[src/rtl/sm83_pkg.sv]
// Shared SM83 core types and constants used by the front-end stages.
package sm83_pkg;

  typedef logic [7:0] instr_t;

  // First byte of every two-byte (CB-prefixed) opcode.
  localparam instr_t OP_INSTR_16 = 8'hCB;

  typedef enum logic {
    FETCH  = 1'b0,
    HALTED = 1'b1
  } fetch_state_t;

  localparam int FETCH_Q_DEPTH = 2;

  typedef struct packed {
    instr_t      instr;
    logic [15:0] pc;
  } fetch_entry_t;

endpackage

[src/rtl/fetch_queue.sv]
// Two-entry FIFO holding fetched bytes with their addresses.
module fetch_queue
  import sm83_pkg::*;
(
  input  logic         clk,
  input  logic         rst_n,
  input  logic         push,
  input  fetch_entry_t push_data,
  input  logic         pop,
  input  logic         flush,
  output fetch_entry_t head,
  output logic [1:0]   count,
  output logic         full,
  output logic         empty
);

  fetch_entry_t slots [FETCH_Q_DEPTH];
  logic         rd_ptr;
  logic         wr_ptr;
  logic         do_push;
  logic         do_pop;

  assign full    = (count == 2'(FETCH_Q_DEPTH));
  assign empty   = (count == 2'd0);
  assign do_pop  = pop & !empty;
  // A pop frees the slot, so a push into a full queue is legal in the same cycle.
  assign do_push = push & (!full | do_pop);
  assign head    = slots[rd_ptr];

  // Pointers and occupancy; flush empties the queue without touching storage.
  always_ff @(posedge clk) begin
    if (!rst_n || flush) begin
      rd_ptr <= 1'b0;
      wr_ptr <= 1'b0;
      count  <= 2'd0;
    end else begin
      if (do_push) wr_ptr <= ~wr_ptr;
      if (do_pop)  rd_ptr <= ~rd_ptr;
      if (do_push && !do_pop)      count <= count + 2'd1;
      else if (do_pop && !do_push) count <= count - 2'd1;
    end
  end

  // Entry storage; contents are only meaningful while counted as occupied.
  always_ff @(posedge clk) begin
    if (do_push && !flush) slots[wr_ptr] <= push_data;
  end

endmodule

[src/rtl/fetch.sv]
// Instruction-byte fetch stage: owns the fetch PC, issues byte reads and
// buffers returned bytes for decode, tracking the CB prefix.
module fetch
  import sm83_pkg::*;
#(
  parameter logic [15:0] RESET_PC = 16'h0000
) (
  input  logic        clk,
  input  logic        rst_n,
  output logic        mem_req,
  output logic [15:0] mem_addr,
  input  logic        mem_ack,
  input  logic [7:0]  mem_rdata,
  output logic        o_valid,
  input  logic        i_ready,
  input  logic        i_opcode,
  output instr_t      o_instr,
  output logic [15:0] o_pc,
  output logic        o_is_instr16,
  input  logic        i_redirect,
  input  logic [15:0] i_redirect_pc,
  input  logic        i_halt,
  input  logic        i_wake
);

  fetch_state_t state_q, state_d;
  logic [15:0]  fpc;
  logic [15:0]  disc_addr;
  logic         pend;
  logic         discard;
  logic         prefix;

  fetch_entry_t q_head;
  fetch_entry_t q_in;
  logic [1:0]   q_count;
  logic         q_full;
  logic         q_empty;

  logic         issue;
  logic         req_open;
  logic         push;
  logic         pop;

  // New requests only from FETCH with room in the queue; an already-issued
  // request (pend) stays on the bus until acked, even across halt or redirect.
  assign issue    = (state_q == FETCH) && !q_full && !discard;
  assign mem_req  = rst_n & (pend | issue);
  assign mem_addr = discard ? disc_addr : fpc;
  assign req_open = mem_req & !mem_ack;
  assign push     = mem_req & mem_ack & !discard & !i_redirect;
  assign pop      = o_valid & i_ready;
  assign q_in     = '{instr: mem_rdata, pc: fpc};

  assign o_valid      = !q_empty;
  assign o_instr      = o_valid ? q_head.instr : '0;
  assign o_pc         = o_valid ? q_head.pc : '0;
  assign o_is_instr16 = prefix & o_valid;

  fetch_queue u_queue (
    .clk       (clk),
    .rst_n     (rst_n),
    .push      (push),
    .push_data (q_in),
    .pop       (pop),
    .flush     (i_redirect),
    .head      (q_head),
    .count     (q_count),
    .full      (q_full),
    .empty     (q_empty)
  );

  // State register for the fetch/halt FSM.
  always_ff @(posedge clk) begin
    if (!rst_n) state_q <= FETCH;
    else        state_q <= state_d;
  end

  // Next-state: wake takes priority over a simultaneous halt.
  always_comb begin
    state_d = state_q;
    case (state_q)
      FETCH:   if (i_halt && !i_wake) state_d = HALTED;
      HALTED:  if (i_wake) state_d = FETCH;
      default: state_d = FETCH;
    endcase
  end

  // Fetch PC, outstanding/discard tracking and CB prefix flag.
  always_ff @(posedge clk) begin
    if (!rst_n) begin
      fpc     <= RESET_PC;
      pend    <= 1'b0;
      discard <= 1'b0;
      prefix  <= 1'b0;
    end else begin
      pend <= req_open;
      if (i_redirect) begin
        fpc     <= i_redirect_pc;
        discard <= req_open;
        prefix  <= 1'b0;
      end else begin
        if (push) fpc <= fpc + 16'd1;
        if (discard && mem_ack) discard <= 1'b0;
        if (pop && i_opcode) prefix <= (q_head.instr == OP_INSTR_16) && !prefix;
      end
    end
  end

  // Address of the stale request that stays on the bus after a redirect.
  always_ff @(posedge clk) begin
    if (i_redirect && req_open && !discard) disc_addr <= fpc;
  end

endmodule

[config.mk]
export PLATFORM = sky130hd
export DESIGN_NAME = fetch
export DESIGN_NICKNAME = d
export VERILOG_FILES = /design/src/rtl/sm83_pkg.sv /design/src/rtl/fetch_queue.sv /design/src/rtl/fetch.sv
export SDC_FILE = /design/constraint.sdc
export NUM_CORES = 1
export LEC_CHECK = 0
export CAP_MARGIN = 30
export CELL_PAD_IN_SITES_DETAIL_PLACEMENT = 1
export CELL_PAD_IN_SITES_GLOBAL_PLACEMENT = 2
export CORE_UTILIZATION = 34
export CTS_CLUSTER_DIAMETER = 80
export DETAILED_ROUTE_END_ITERATION = 10
export PLACE_DENSITY = 0.85
export SLEW_MARGIN = 20
export SYNTH_ARGS = -nofsm -noshare
export SYNTH_HDL_FRONTEND = slang
export SYNTH_SLANG_ARGS = --single-unit
[constraint.sdc]
create_clock -name clk -period 5 [get_ports clk]
set_clock_uncertainty 0.2 [all_clocks]
set_input_delay 1 -clock clk [delete_from_list [all_inputs] [get_ports clk]]
set_output_delay 1 -clock clk [all_outputs]
set_load 0.02 [all_outputs]
# Yosys cells after proc, flatten, opt, wreduce, memory -nomap -nowiden

Memories as Yosys holds them, arrays and structs flattened. A register that Yosys moved wholly into a read port is not among the register bits.
Cells that the tools add are included.

Add/sub/neg operators: 3
Reduce and logical (&&, ||, !) cells: 27
Mux-type cells: 16
Equality and inequality tests: 2
Bitwise operators: 15

Operators by type and width:

| cell                                                               | number |
|---|---|
| 16-bit two-way mux                                                 | 4 |
| 16-bit by 1-bit adder with 16-bit output, second input constant    | 1 |
| 1-bit logical AND                                                  | 11 |
| 1-bit logical NOT                                                  | 10 |
| 1-bit bitwise AND                                                  | 9 |
| 8-bit equality test, second input constant                         | 1 |
| 1-bit two-way mux                                                  | 8 |
| 8-bit two-way mux                                                  | 1 |
| 2-bit nonzero test                                                 | 3 |
| 2-bit two-way mux                                                  | 2 |
| 1-bit NOT                                                          | 4 |
| 2-bit by 1-bit adder with 2-bit output, second input constant      | 1 |
| 2-bit equality test, second input constant                         | 1 |
| 2-bit logical NOT                                                  | 1 |
| 1-bit bitwise OR                                                   | 2 |
| 1-bit one-hot mux with 2 select lines                              | 1 |
| 2-bit OR reduction                                                 | 1 |
| 2-bit by 1-bit subtractor with 2-bit output, second input constant | 1 |
| 1-bit logical OR                                                   | 1 |

RAM bits: 48
Output and inout bits: 43
Memories: 1
Word-level logic and storage cells: 73
Register bits: 40

Memory list:

| name          | words | bits a word | rd ports | clocked after Yosys merged registers in | wr ports | RTL line          | RTL |
|---|---|---|---|---|---|---|---|
| u_queue.slots | 2     | 24          | 1        | 1                                       | 1        | fetch_queue.sv:17 | `fetch_entry_t slots [FETCH_Q_DEPTH];` |

# Depth between registers and ports, before layout

Word-level depth: 14
Depth in mapped cells: 8
Gate-level depth less buffers: 7

# By module

From an unflattened synthesis, not the netlist that was laid out.

Cell total of the unflattened synthesis: 294
Area, all modules: 3873.7 µm²

By module, submodules not included:

| module      | times used | area each (µm²) | sequential area each (µm²) | cells each |
|---|---|---|---|---|
| fetch_queue | 1          | 1969.4          | 1541.5                     | 103 |
| fetch       | 1          | 1904.3          | 880.8                      | 191 |

# Least setup slack after synthesis

Ideal clock, no wire load.

Path type: input to register
From: in i_redirect
To: reg disc_addr[0], enable pin
Path buffers: 2
Arrival time: 3.169 ns
Library setup time: 0.430 ns
Setup slack: 1.201 ns
Stages on the path: 4
Path through: clkbuf_1 -> inv_1 -> clkbuf_1 -> nor4_1

Word-level cells in the longest chain between the ends: 2

RTL lines:

| element                        | RTL line     | RTL |
|---|---|---|
| from (decl)                    | fetch.sv:20  | `input logic i_redirect,` |
| 1-bit logical AND (2 in a row) | fetch.sv:111 | `if (i_redirect && req_open && !discard) disc_addr <= fpc;` |
| to (signal assigned)           | fetch.sv:111 |  |
| to (decl)                      | fetch.sv:28  | `logic [15:0] disc_addr;` |

Every way passes these cells.
A chain may end at the register's enable or synchronous reset.

# Worst setup path after layout

From: in rst_n
To: out mem_req

Word-level cells in the longest chain between the ends: 1

RTL lines:

| element           | RTL line    | RTL |
|---|---|---|
| from (decl)       | fetch.sv:9  | `input logic rst_n,` |
| 1-bit bitwise AND | fetch.sv:47 | `assign mem_req = rst_n & (pend \| issue);` |
| to (decl)         | fetch.sv:10 | `output logic mem_req,` |

Every way passes these cells.

==> impl_metrics.json <==
{
  "outcome": "completed",
  "ant_nets": 0,
  "tns_ns": 0,
  "synth-seq-cells": 89,
  "startpoint_type": "input port",
  "cp.required_ns": 3.80,
  "worstHoldPathType": "flop to flop",
  "via_per_inst": 5.15,
  "gp_congestion": 0.720,
  "power.share.sequential_pct": 52.1,
  "die_w_um": 108,
  "crit_chain": "clkdlybuf4s50_1 > buf_4 > nor2b_1 > clkdlybuf4s50_1",
  "slew_violations": 0,
  "leakagePower_nw": 1.61,
  "combPwrFrac_pct": 11.1,
  "grt_max_degree": 32,
  "pin_count": 75,
  "coreArea_um2": 10900,
  "p_clk_share_pct": 36.8,
  "start_util_pct": 35.1,
  "synth-main-ff-cell": "edfxtp_1",
  "clockBufferDepth": 2,
  "cp_slowest_cell": "clkdlybuf4s50_1",
  "avgSynthCellArea_um2": 12.6,
  "critPathArrivalTime_ns": 2.48,
  "cts.sinks": 89,
  "die_area_um2": 11700,
  "multi_input_area_um2": 1330,
  "cp_common_cell": "clkdlybuf4s50_1",
  "max_freq_mhz": 272,
  "routed_wirelength_um": 9100,
  "nFillCells": 1178,
  "post_synth_xor_area_fraction_pct": 1.14,
  "overflow": 0,
  "grtUsageTotal_pct": 16.5,
  "drcViolationCount": 0,
  "fin_hold_ws_ns": 0.252,
  "relSlewSlack_pct": 44.8,
  "die_h_um": 108,
  "final_area_um2": 5020,
  "fin_cells": 525,
  "ys.warnings.count": 0,
  "ir_worst_vdd_mv": 0.162,
  "synth_top_family_by_area": "simple AND/OR/NAND/NOR gates",
  "clkTransAtPathRegs_ns": 0.06,
  "cts_root_buffer": "clkbuf_16",
  "post_cts_buffers": 0,
  "portBuffers": 74,
  "synth_compound_area_share_pct": 8.67,
  "wire_per_inst_um": 17.3,
  "min_path_cells": 2,
  "numCtsBuffers": 9,
  "synth_mux_area_share_pct": 10.4,
  "synth_cell_type_count": 40,
  "dr.pass1.iters": 4,
  "yosysSeqAreaShare_pct": 63.1,
  "power.density_nw_per_um2": 324,
  "fin_crit_ns": 3.68,
  "p_sw_share_pct": 23.6,
  "n_antenna_cell": 0,
  "synth_edf_count": 64,
  "crit_type": "input port to primary output",
  "seq_area_um2": 2420,
  "nets": 414,
  "netlist_area_um2": 3840,
  "rr_worst_depth": 5,
  "final_cell_mix": "74 x clkdlybuf4s50_1, 64 x edfxtp_1, 34 x nor2_1",
  "dpl_cell_area_um2": 4750,
  "final_common_cell": "clkdlybuf4s50_1",
  "antenna_found_initial": 0,
  "dpl.hpwl_um": 6390,
  "drive_above_1_share_pct": 10.1,
  "cts_hold_buf": 0,
  "timing.final.crit_share_pct": 73.5,
  "cts_tree": "built",
  "p_int_w": 0.00124,
  "synth_fp_nets": 339,
  "max_cap_violations": 0,
  "final-hold-violation-count": 0,
  "placed_cells": 508,
  "drtIter0Drc": 148,
  "worst-slew-pin-transition_ns": 0.827,
  "synthArstFlopShare_pct": 0,
  "clock_insertion_delay_worst_skew_ns": 0.34,
  "grt_pass1_wl_um": 14200,
  "finalSetupViolCount": 0,
  "synth_adder_area_share_pct": 0.652,
  "cp_max_fo": 20,
  "rsz0062_at_grt": "no",
  "grt_pass1_vias": 2767,
  "cts.repair.resized": 0,
  "finalPower_w": 0.00162,
  "num_rows": 38,
  "netlist_instances": 305,
  "routed-via-count": 2703,
  "synthToLayoutAreaGrowth_pct": 30.8,
  "synthSimpleGateAreaFrac_pct": 13.5,
  "switchingPower_w": 0.000383,
  "max_stage_delay_ns": 0.63,
  "htree_num_levels": 3,
  "crit_path_end_kind": "primary output"
}
-- cell families (layout without fill, tap and decap cells) --
| family | Yosys count | after routing |
|---|---|---|
| DFF | 89 | 89 |
| muxes | 38 | 38 |
| AOI/OAI and AO/OA | 54 | 54 |
| adders and majority gates | 2 | 2 |
| and+or+nand+nor | 94 | 94 |
| buffers and inverters | 23 | 103 |
| xor gates and xnor gates | 5 | 5 |
-- cell type report --
type / instances / area share, %
Clock inverter: 4 / 0.399
Sequential cell: 89 / 48.3
Timing Repair Buffer: 82 / 16.3
Multi-Input combinational cell: 193 / 26.4
Clock buffer: 12 / 4.71
Inverter: 5 / 0.374
Tap cell: 140 / 3.49
-- sequential cells by signal, indices dropped and copies added (netlist names), named ones only --
name / cells
state_q: 1
u_queue.wr_ptr: 1
discard: 1
disc_addr: 16
fpc: 16
u_queue.rd_ptr: 1
u_queue.count: 2
prefix: 1
u_queue.slots: 48
pend: 1
-- worst max-delay path, delay by kind of cell --
family	cells	cell delay [ns]
buffers and inverters	3	1.29
AND/OR/NAND/NOR	1	0.18
-- per-layer routing --
| metal | up-vias | wire [um] | track usage (%) |
|---|---|---|---|
| met5 | - | 0 | 0 |
| met4 | 0 | 155 | 7.05 |
| met3 | 12 | 269 | 3.13 |
| met2 | 47 | 4610 | 28.5 |
| met1 | 1329 | 4060 | 20.0 |
| li1 | 1315 | - | - |
-- through the flow --
step / util (%) / setup slack (ns)
floorplan: - / 1.20
global placement: 43.2 / 1.35
detailed placement: 43.4 / 1.35
CTS: 45.8 / 1.32
global route: 45.9 / 1.27
finish: 45.9 / 1.32
-- power by group through the flow --
stage / Sequential (W) / Clock, W / Combinational (W)
floorplan: 0.000849 / 0 / 0.0000975
global placement: 0.000861 / 0 / 0.000174
detailed placement: 0.000864 / 0 / 0.000180
CTS: 0.000848 / 0.000609 / 0.000181
global route: 0.000850 / 0.000641 / 0.000195
finish: 0.000846 / 0.000597 / 0.000181
-- Yosys cell counts (all sizes together) (2+ instances only) --
| cell | instances | area, um2 |
|---|---|---|
| a21oi | 6 | 30.0 |
| a31oi | 12 | 75.1 |
| and4 | 2 | 17.5 |
| buf | 7 | 37.5 |
| clkbuf | 11 | 41.3 |
| dfxtp | 25 | 500 |
| edfxtp | 64 | 1920 |
| ha | 2 | 25.0 |
| inv | 5 | 18.8 |
| mux2 | 15 | 169 |
| mux2i | 23 | 230 |
| nand2 | 11 | 41.3 |
| nand2b | 6 | 37.5 |
| nand3 | 6 | 30.0 |
| nand4 | 6 | 52.6 |
| nor2 | 35 | 131 |
| nor3 | 2 | 10.0 |
| nor4 | 3 | 18.8 |
| nor4bb | 4 | 40.0 |
| o21ai | 20 | 100 |
| o31a | 2 | 17.5 |
| o31ai | 9 | 67.6 |
| or3 | 4 | 25.0 |
| or4 | 9 | 67.6 |
| xor2 | 4 | 35.0 |
-- worst paths after layout --
kind	endpoint	slack, ns	start
hold reg to reg	prefix	0.25	prefix
hold / removal	prefix	0.25	prefix
setup reg to reg	u_queue.slots[0][6]	2.58	discard
setup / recovery	mem_req	1.32	rst_n
Power figures use the tool's default switching activity.
